<file path="src/rtl/gcd_lcm_engine_if.sv">
// Valid/ready request and result channels of the GCD/LCM engine.
// The producer/consumer side uses master; the engine uses slave.
interface gcd_lcm_engine_if #(
  parameter int WIDTH = 16
);
  logic               in_valid;
  logic               in_ready;
  logic [WIDTH-1:0]   a;
  logic [WIDTH-1:0]   b;
  logic               mode;
  logic               out_valid;
  logic               out_ready;
  logic [2*WIDTH-1:0] result;

  modport master (
    output in_valid, a, b, mode, out_ready,
    input  in_ready, out_valid, result
  );

  modport slave (
    input  in_valid, a, b, mode, out_ready,
    output in_ready, out_valid, result
  );
endinterface

</file>
<file path="src/rtl/gcd_lcm_engine.sv">
// Handshaked GCD (binary Stein) / LCM engine, one operation in flight.
// Optional saturating cycle counter port enabled by GCD_CYCLE_COUNT_EN.
module gcd_lcm_engine #(
  parameter int WIDTH = 16,
  parameter int CNT_W = 8
) (
  input  logic             clk,
  input  logic             reset_n,
  gcd_lcm_engine_if.slave  bus,
  output logic             busy
`ifdef GCD_CYCLE_COUNT_EN
  ,
  output logic [CNT_W-1:0] cycles
`endif
);

  localparam int KW = $clog2(WIDTH) + 1;
  localparam int DW = $clog2(WIDTH);

  typedef enum logic [2:0] {
    IDLE,
    SHIFT,
    REDUCE,
    DIV,
    MUL,
    DONE
  } state_t;

  state_t state;
  state_t state_d;

  logic [WIDTH-1:0]   x;
  logic [WIDTH-1:0]   y;
  logic [WIDTH-1:0]   ka;
  logic [WIDTH-1:0]   kb;
  logic               md;
  logic [KW-1:0]      k;
  logic [WIDTH-1:0]   g;
  logic [WIDTH-1:0]   dq;
  logic [WIDTH-1:0]   rem;
  logic [DW-1:0]      div_cnt;
  logic [2*WIDTH-1:0] result_q;

  logic               accept;
  logic               zero_op;
  logic               both_even;
  logic               equal;
  logic               div_last;
  logic [WIDTH-1:0]   gcd_val;
  logic [WIDTH:0]     rem_shift;
  logic               q_bit;
  logic [WIDTH-1:0]   rem_next;
  logic [2*WIDTH-1:0] product;

  assign accept    = bus.in_valid && (state == IDLE);
  assign zero_op   = (bus.a == '0) || (bus.b == '0);
  assign both_even = !x[0] && !y[0];
  assign equal     = (x == y);
  assign div_last  = (div_cnt == DW'(WIDTH - 1));
  assign gcd_val   = x << k;

  // Restoring division: dq shifts the dividend out and the quotient bits in.
  assign rem_shift = {rem, dq[WIDTH-1]};
  assign q_bit     = (rem_shift >= {1'b0, g});
  assign rem_next  = q_bit ? WIDTH'(rem_shift - {1'b0, g}) : rem_shift[WIDTH-1:0];
  assign product   = (2*WIDTH)'(dq) * (2*WIDTH)'(kb);

  always_ff @(posedge clk or negedge reset_n) begin
    if (!reset_n) begin
      state <= IDLE;
    end else begin
      state <= state_d;
    end
  end

  always_comb begin
    state_d = state;
    unique case (state)
      IDLE:    if (accept) state_d = zero_op ? DONE : SHIFT;
      SHIFT:   if (!both_even) state_d = REDUCE;
      REDUCE:  if (equal) state_d = md ? DIV : DONE;
      DIV:     if (div_last) state_d = MUL;
      MUL:     state_d = DONE;
      DONE:    if (bus.out_ready) state_d = IDLE;
      default: state_d = IDLE;
    endcase
  end

  always_comb begin
    bus.in_ready  = (state == IDLE);
    bus.out_valid = (state == DONE);
    busy          = (state != IDLE);
    bus.result    = result_q;
  end

  // Working registers; result_q is only written on the way into DONE.
  always_ff @(posedge clk or negedge reset_n) begin
    if (!reset_n) begin
      x        <= '0;
      y        <= '0;
      ka       <= '0;
      kb       <= '0;
      md       <= 1'b0;
      k        <= '0;
      g        <= '0;
      dq       <= '0;
      rem      <= '0;
      div_cnt  <= '0;
      result_q <= '0;
    end else begin
      unique case (state)
        IDLE: begin
          if (accept) begin
            x  <= bus.a;
            y  <= bus.b;
            ka <= bus.a;
            kb <= bus.b;
            md <= bus.mode;
            k  <= '0;
            if (zero_op) begin
              result_q <= bus.mode ? '0 : {{WIDTH{1'b0}}, bus.a | bus.b};
            end
          end
        end
        SHIFT: begin
          if (both_even) begin
            x <= x >> 1;
            y <= y >> 1;
            k <= k + 1'b1;
          end
        end
        REDUCE: begin
          if (equal) begin
            g       <= gcd_val;
            dq      <= ka;
            rem     <= '0;
            div_cnt <= '0;
            if (!md) begin
              result_q <= {{WIDTH{1'b0}}, gcd_val};
            end
          end else if (!x[0]) begin
            x <= x >> 1;
          end else if (!y[0]) begin
            y <= y >> 1;
          end else if (x > y) begin
            x <= x - y;
          end else begin
            y <= y - x;
          end
        end
        DIV: begin
          rem     <= rem_next;
          dq      <= {dq[WIDTH-2:0], q_bit};
          div_cnt <= div_cnt + 1'b1;
        end
        MUL: begin
          result_q <= product;
        end
        default: begin
        end
      endcase
    end
  end

`ifdef GCD_CYCLE_COUNT_EN
  logic [CNT_W-1:0] cnt_q;

  // Counts working cycles only, so it stays frozen through DONE and IDLE.
  always_ff @(posedge clk or negedge reset_n) begin
    if (!reset_n) begin
      cnt_q <= '0;
    end else if (accept) begin
      cnt_q <= '0;
    end else if ((state inside {SHIFT, REDUCE, DIV, MUL}) && (cnt_q != '1)) begin
      cnt_q <= cnt_q + 1'b1;
    end
  end

  assign cycles = cnt_q;
`else
  if (CNT_W < 1) begin : g_cnt_w_unused
  end
`endif

endmodule

</file>
<file path="src/flat_wrapper.sv">
// flat-port wrapper written by rule: the top's interface ports become plain ports
module gcd_lcm_engine_flat 
#(
  parameter int WIDTH = 16,
  parameter int CNT_W = 8
)
  (clk, reset_n, busy, bus_in_valid, bus_a, bus_b, bus_mode, bus_out_ready, bus_in_ready, bus_out_valid, bus_result);
  gcd_lcm_engine_if #(.WIDTH(WIDTH)) bus_i ();
  input  logic clk;
  input  logic reset_n;
  output logic busy;
  input wire logic [$bits(bus_i.in_valid)-1:0] bus_in_valid;
  input wire logic [$bits(bus_i.a)-1:0] bus_a;
  input wire logic [$bits(bus_i.b)-1:0] bus_b;
  input wire logic [$bits(bus_i.mode)-1:0] bus_mode;
  input wire logic [$bits(bus_i.out_ready)-1:0] bus_out_ready;
  output wire logic [$bits(bus_i.in_ready)-1:0] bus_in_ready;
  output wire logic [$bits(bus_i.out_valid)-1:0] bus_out_valid;
  output wire logic [$bits(bus_i.result)-1:0] bus_result;
  assign bus_i.in_valid = bus_in_valid;
  assign bus_i.a = bus_a;
  assign bus_i.b = bus_b;
  assign bus_i.mode = bus_mode;
  assign bus_i.out_ready = bus_out_ready;
  assign bus_in_ready = bus_i.in_ready;
  assign bus_out_valid = bus_i.out_valid;
  assign bus_result = bus_i.result;
  gcd_lcm_engine #(.WIDTH(WIDTH), .CNT_W(CNT_W)) u_core (.clk(clk), .reset_n(reset_n), .bus(bus_i), .busy(busy));
endmodule
</file>
<file path="config.mk">
export PLATFORM = sky130hd
export DESIGN_NAME = gcd_lcm_engine_flat
export DESIGN_NICKNAME = d
export VERILOG_FILES = /design/src/rtl/gcd_lcm_engine_if.sv /design/src/rtl/gcd_lcm_engine.sv /design/src/flat_wrapper.sv
export SDC_FILE = /design/constraint.sdc
export NUM_CORES = 1
export LEC_CHECK = 0
export CAP_MARGIN = 40
export CELL_PAD_IN_SITES_DETAIL_PLACEMENT = 1
export CELL_PAD_IN_SITES_GLOBAL_PLACEMENT = 1
export CORE_ASPECT_RATIO = 1.2
export CORE_MARGIN = 4
export CORE_UTILIZATION = 45
export DETAILED_ROUTE_END_ITERATION = 8
export GPL_TIMING_DRIVEN = 0
export PLACE_DENSITY_LB_ADDON = 0.25
export SYNTH_ARGS = -nofsm -noshare
export SYNTH_HDL_FRONTEND = slang
export SYNTH_SLANG_ARGS = --single-unit
</file>
<file path="constraint.sdc">
create_clock -name clk -period 5.7 [get_ports clk]
set_input_delay 0.57 -clock clk [delete_from_list [all_inputs] [get_ports clk]]
set_output_delay 0.57 -clock clk [all_outputs]
set_load 0.05 [all_outputs]
</file>
==> flow_metrics.env, run 1 <==
export IMPL_syn_instance_count=2134
export IMPL_combinational_family_with_the_most_area_after_synthesis="adder cells"
export IMPL_grt_pass1_wl_mm=113
export IMPL_cts_made_buffers=17
export IMPL_synth_mux_area_fraction_pct=7.16
export IMPL_synth_simple_area_share_pct=15.0
export IMPL_finalClockSkew_ns=0.0117
export IMPL_yosysWarnings=0
export IMPL_finalWeightedCongestion=0.994
export IMPL_setup_reg_to_reg_worst_slack_ns=-0.57
export IMPL_timing_hold_worst_class="input pin to asynchronous set/reset pin"
export IMPL_kind_of_capture_point_of_the_worst_setup_path="register"
export IMPL_critical_path_reg2reg_startpoint="u_core.kb[4]"
export IMPL_layout_common_cells="276 x sky130_fd_sc_hd__inv_1, 238 x sky130_fd_sc_hd__nand2_1, 190 x sky130_fd_sc_hd__fa_1"
export IMPL_yosys_area_share_adder_pct=30.5
export IMPL_most_common_cell_after_layout_fill_and_taps_aside="sky130_fd_sc_hd__inv_1"
export IMPL_worst_slew_margin_rel_pct=36.5
export IMPL_dpl_cell_area_um2=20800
export IMPL_post_synth_main_area_contributors="sky130_fd_sc_hd__fa_1 21%, sky130_fd_sc_hd__dfrtp_1 20%, sky130_fd_sc_hd__ha_1 10%"
export IMPL_finalInstanceArea_um2=22900
export IMPL_area_overhead_vs_synth_pct=19.2
export IMPL_yosys_area_top_type_share_pct=20.5
export IMPL_cap_viol_max_count=0
export IMPL_timing_worst_setup_path_type="register to register"
export IMPL_synth_nets=2522
export IMPL_edff_count_synth=0
export IMPL_insertion_delay_ns=0.47
export IMPL_unrepaired_setup_endpoints_after_global_routing="true"
export IMPL_cp_startpoint="u_core.kb[4]"
export IMPL_synth_avg_cell_area_um2=9.01
export IMPL_critical_path_reg2reg_endpoint="u_core.bus.result[22]"
export IMPL_firstDrtPassIters=5
export IMPL_drt_total_wl_mm=76.7
export IMPL_synth_seq_cells=157
export IMPL_io_pin_count=72
export IMPL_cts_root_buffer_cell="sky130_fd_sc_hd__clkbuf_16"
export IMPL_min_period_over_period_pct=110
export IMPL_die_area_um2=46100
export IMPL_ys_seq_area_share_pct=20.4
export IMPL_num_vias=17800
export IMPL_coreArea_um2=42000
export IMPL_cts_tree="yes"
export IMPL_cts_max_path_buffers=2
export IMPL_timing_final_setup_violations=18
export IMPL_finish_net_count=2699
export IMPL_synthXorXnorAreaFrac_pct=2.05
export IMPL_detail_route_iter0_violations=1318
export IMPL_clock_tree_htree_level_count=4
export IMPL_drt_drc_violations_left=0
export IMPL_crit_path_max_fanout=5
export IMPL_yosys_area_top_type="sky130_fd_sc_hd__fa_1"
export IMPL_worst_r2r_path_depth=21
export IMPL_post_dp_hpwl_mm=55.1
export IMPL_drive_gt1_share_pct=16.2
export IMPL_violations="negative hold slack, negative setup slack"
export IMPL_grt_antenna_before_repair=0
export IMPL_antenna_cells_inserted=0
export IMPL_die_h_um=234
export IMPL_worstSetupStartpointType="register"
export IMPL_post_synthesis_cell_area_um2=19200
export IMPL_outcome="finished, violations left"
export IMPL_post_route_min_period_ns=6.27
export IMPL_path_clk_slew_ns=0.07
export IMPL_cts_hold_buffers=0
export IMPL_postRouteAntennaNets=0
export IMPL_fmax_mhz=160
export IMPL_cp_data_arrival_time_ns=6.62
export IMPL_grt_start_max_net_pins=116
export IMPL_worst_slew_pin_slew_ns=0.952
export IMPL_synthFlopType="sky130_fd_sc_hd__dfrtp_1"
export IMPL_vias_per_cell=6.20
export IMPL_die_width_um=197
export IMPL_global_route_overflow_total=0
export IMPL_num_rows=82
export IMPL_grt_total_usage_pct=31.8
export IMPL_timing_final_hold_violations=1
export IMPL_fillerInstances=4781
export IMPL_clock_sink_count=157
export IMPL_starting_density_of_the_core_pct=45.8
export IMPL_report_final_slew_viol_count=0
export IMPL_post_synth_arst_share_pct=100
export IMPL_io_buffer_count=71
export IMPL_final_setup_worst_slack_ns=-0.569
export IMPL_grt_pass1_vias=19200
export IMPL_routed_wire_length_per_instance_um=26.7
export IMPL_cp_required_ns=6.05
export IMPL_worst_hold_slack_ns=-0.00407
export IMPL_synth_compound_area_share_pct=16.7
export IMPL_post_synth_num_cell_types=82
-- critical path, cell delays in order (launching register included) --
cell and delay (ns):
sky130_fd_sc_hd__dfrtp_2 0.47, sky130_fd_sc_hd__buf_8 0.16, sky130_fd_sc_hd__and2_4 0.16, sky130_fd_sc_hd__fa_1 0.56, sky130_fd_sc_hd__inv_1 0.06, sky130_fd_sc_hd__fa_1 0.50
sky130_fd_sc_hd__inv_2 0.05, sky130_fd_sc_hd__fa_1 0.58, sky130_fd_sc_hd__fa_2 0.45, sky130_fd_sc_hd__fa_1 0.50, sky130_fd_sc_hd__inv_1 0.05, sky130_fd_sc_hd__fa_1 0.50
sky130_fd_sc_hd__inv_2 0.06, sky130_fd_sc_hd__ha_4 0.23, sky130_fd_sc_hd__a21o_1 0.16, sky130_fd_sc_hd__a211o_1 0.25, sky130_fd_sc_hd__a32o_2 0.30, sky130_fd_sc_hd__buf_6 0.14
sky130_fd_sc_hd__o211ai_1 0.19, sky130_fd_sc_hd__a21boi_1 0.15, sky130_fd_sc_hd__or3_1 0.37, sky130_fd_sc_hd__a32o_1 0.26
-- worst max path at each step --
stage | to | slack (ns)
finish | u_core.bus.result[22] | -0.57
global route | u_core.bus.result[22] | -0.67
CTS | u_core.bus.result[24] | -0.53
detailed placement | u_core.bus.result[24] | -1.26
global placement | u_core.bus.result[31] | -2.65
floorplan | u_core.bus.result[31] | -0.06
-- cells in the mapped netlist (all sizes together), types with 5 or more instances --
master   number
o211a         5
o21a         26
buf          20
mux2i        48
a31oi         8
ha          154
and2        122
nand2       242
nor2         57
o31ai        20
nor4         11
o21ai       125
o211ai       14
and3         10
or2           5
a21oi        89
a2111oi       7
dfrtp       157
a211oi       15
nor2b        11
nand4        13
a221oi       26
nand2b       11
nor3b         6
mux4         11
xor2         17
a22oi        29
fa          197
clkbuf       91
xnor2        28
a221o        12
a21o         29
inv         292
mux2         57
a211o         7
nand3        34
nand3b        6
o21bai        8
nor3         31
o31a          5
or3          14
-- timing repair --
item / CTS / global route
gates resized for setup: 149 / 65
pin swaps: 44 / 58
setup endpoints to repair: 23 / 22
gates cloned: 1 / 0
endpoints found under the hold margin: 0 / 0
buffers inserted: 64 / 22
-- per-stage QoR --
stage	TNS (ns)	cells	setup WS, ns	hold slack (ns)	utilization (%)
after global placement	-427.18	2751	-2.65	0.464	49.5
final	-6.60	2870	-0.569	-0.00407	54.6
after CTS	-5.37	2848	-0.532	0.00820	53.7
after floorplan	-0.0758	2134	-0.0579	0.274	-
after detailed placement	-18.87	2753	-1.26	0.473	49.7
after global routing	-8.50	2870	-0.670	0.0132	54.6
-- routing by layer --
metal	wire (µm)	global-route usage [%]
met4	4770	16.5
met3	4120	3.45
met5	0	0
met1	29200	38.2
met2	38600	56.5
-- sequential cells by signal, summed over array words and instances (netlist names) --
register and count:
u_core.y 16, u_core.ka 16, u_core.rem 16, u_core.x 16, u_core.k 5, u_core.md 1, u_core.bus.result 32, u_core.kb 16
u_core.dq 16, u_core.state 3, u_core.g 16, u_core.div_cnt 4
-- final cells by class --
class / count / area (µm²) / share of cell area, %
multi-input combinational: 1570 / 14300 / 62.2
sequential: 157 / 3960 / 17.3
buffer: 110 / 827 / 3.61
inverter: 296 / 1110 / 4.85
clock inverter: 15 / 150 / 0.655
tap: 546 / 683 / 2.98
timing repair buffer: 159 / 1500 / 6.54
clock buffer: 17 / 425 / 1.86
-- cell families (layout without fill, tap and decap cells) --
logic type	count (synthesis)	count (layout)
buffers and inverters	407	597
XOR/XNOR	45	45
flip-flops	157	157
multiplexers	116	116
AO/OA/AOI/OAI	474	474
adder cells (fa/ha/maj)	351	351
AND/OR/NAND/NOR	584	584
Power of run 1 is not shown: default switching activity piles up to over one toggle a cycle in this logic, so the estimate is an artifact.
==> inputs of run 2 (changes only) <==
==> constraint.sdc (replaced) <==
create_clock -name clk -period 5.7 [get_ports clk]
set_input_delay 0.57 -clock clk [delete_from_list [all_inputs] [get_ports clk]]
set_output_delay 0.57 -clock clk [all_outputs]
set_load 0.01 [all_outputs]
==> results of run 2 <==
Same layout as run 1: the final DEF is identical, and so are final timing and power.
Power of run 2 is left out for the same reason.
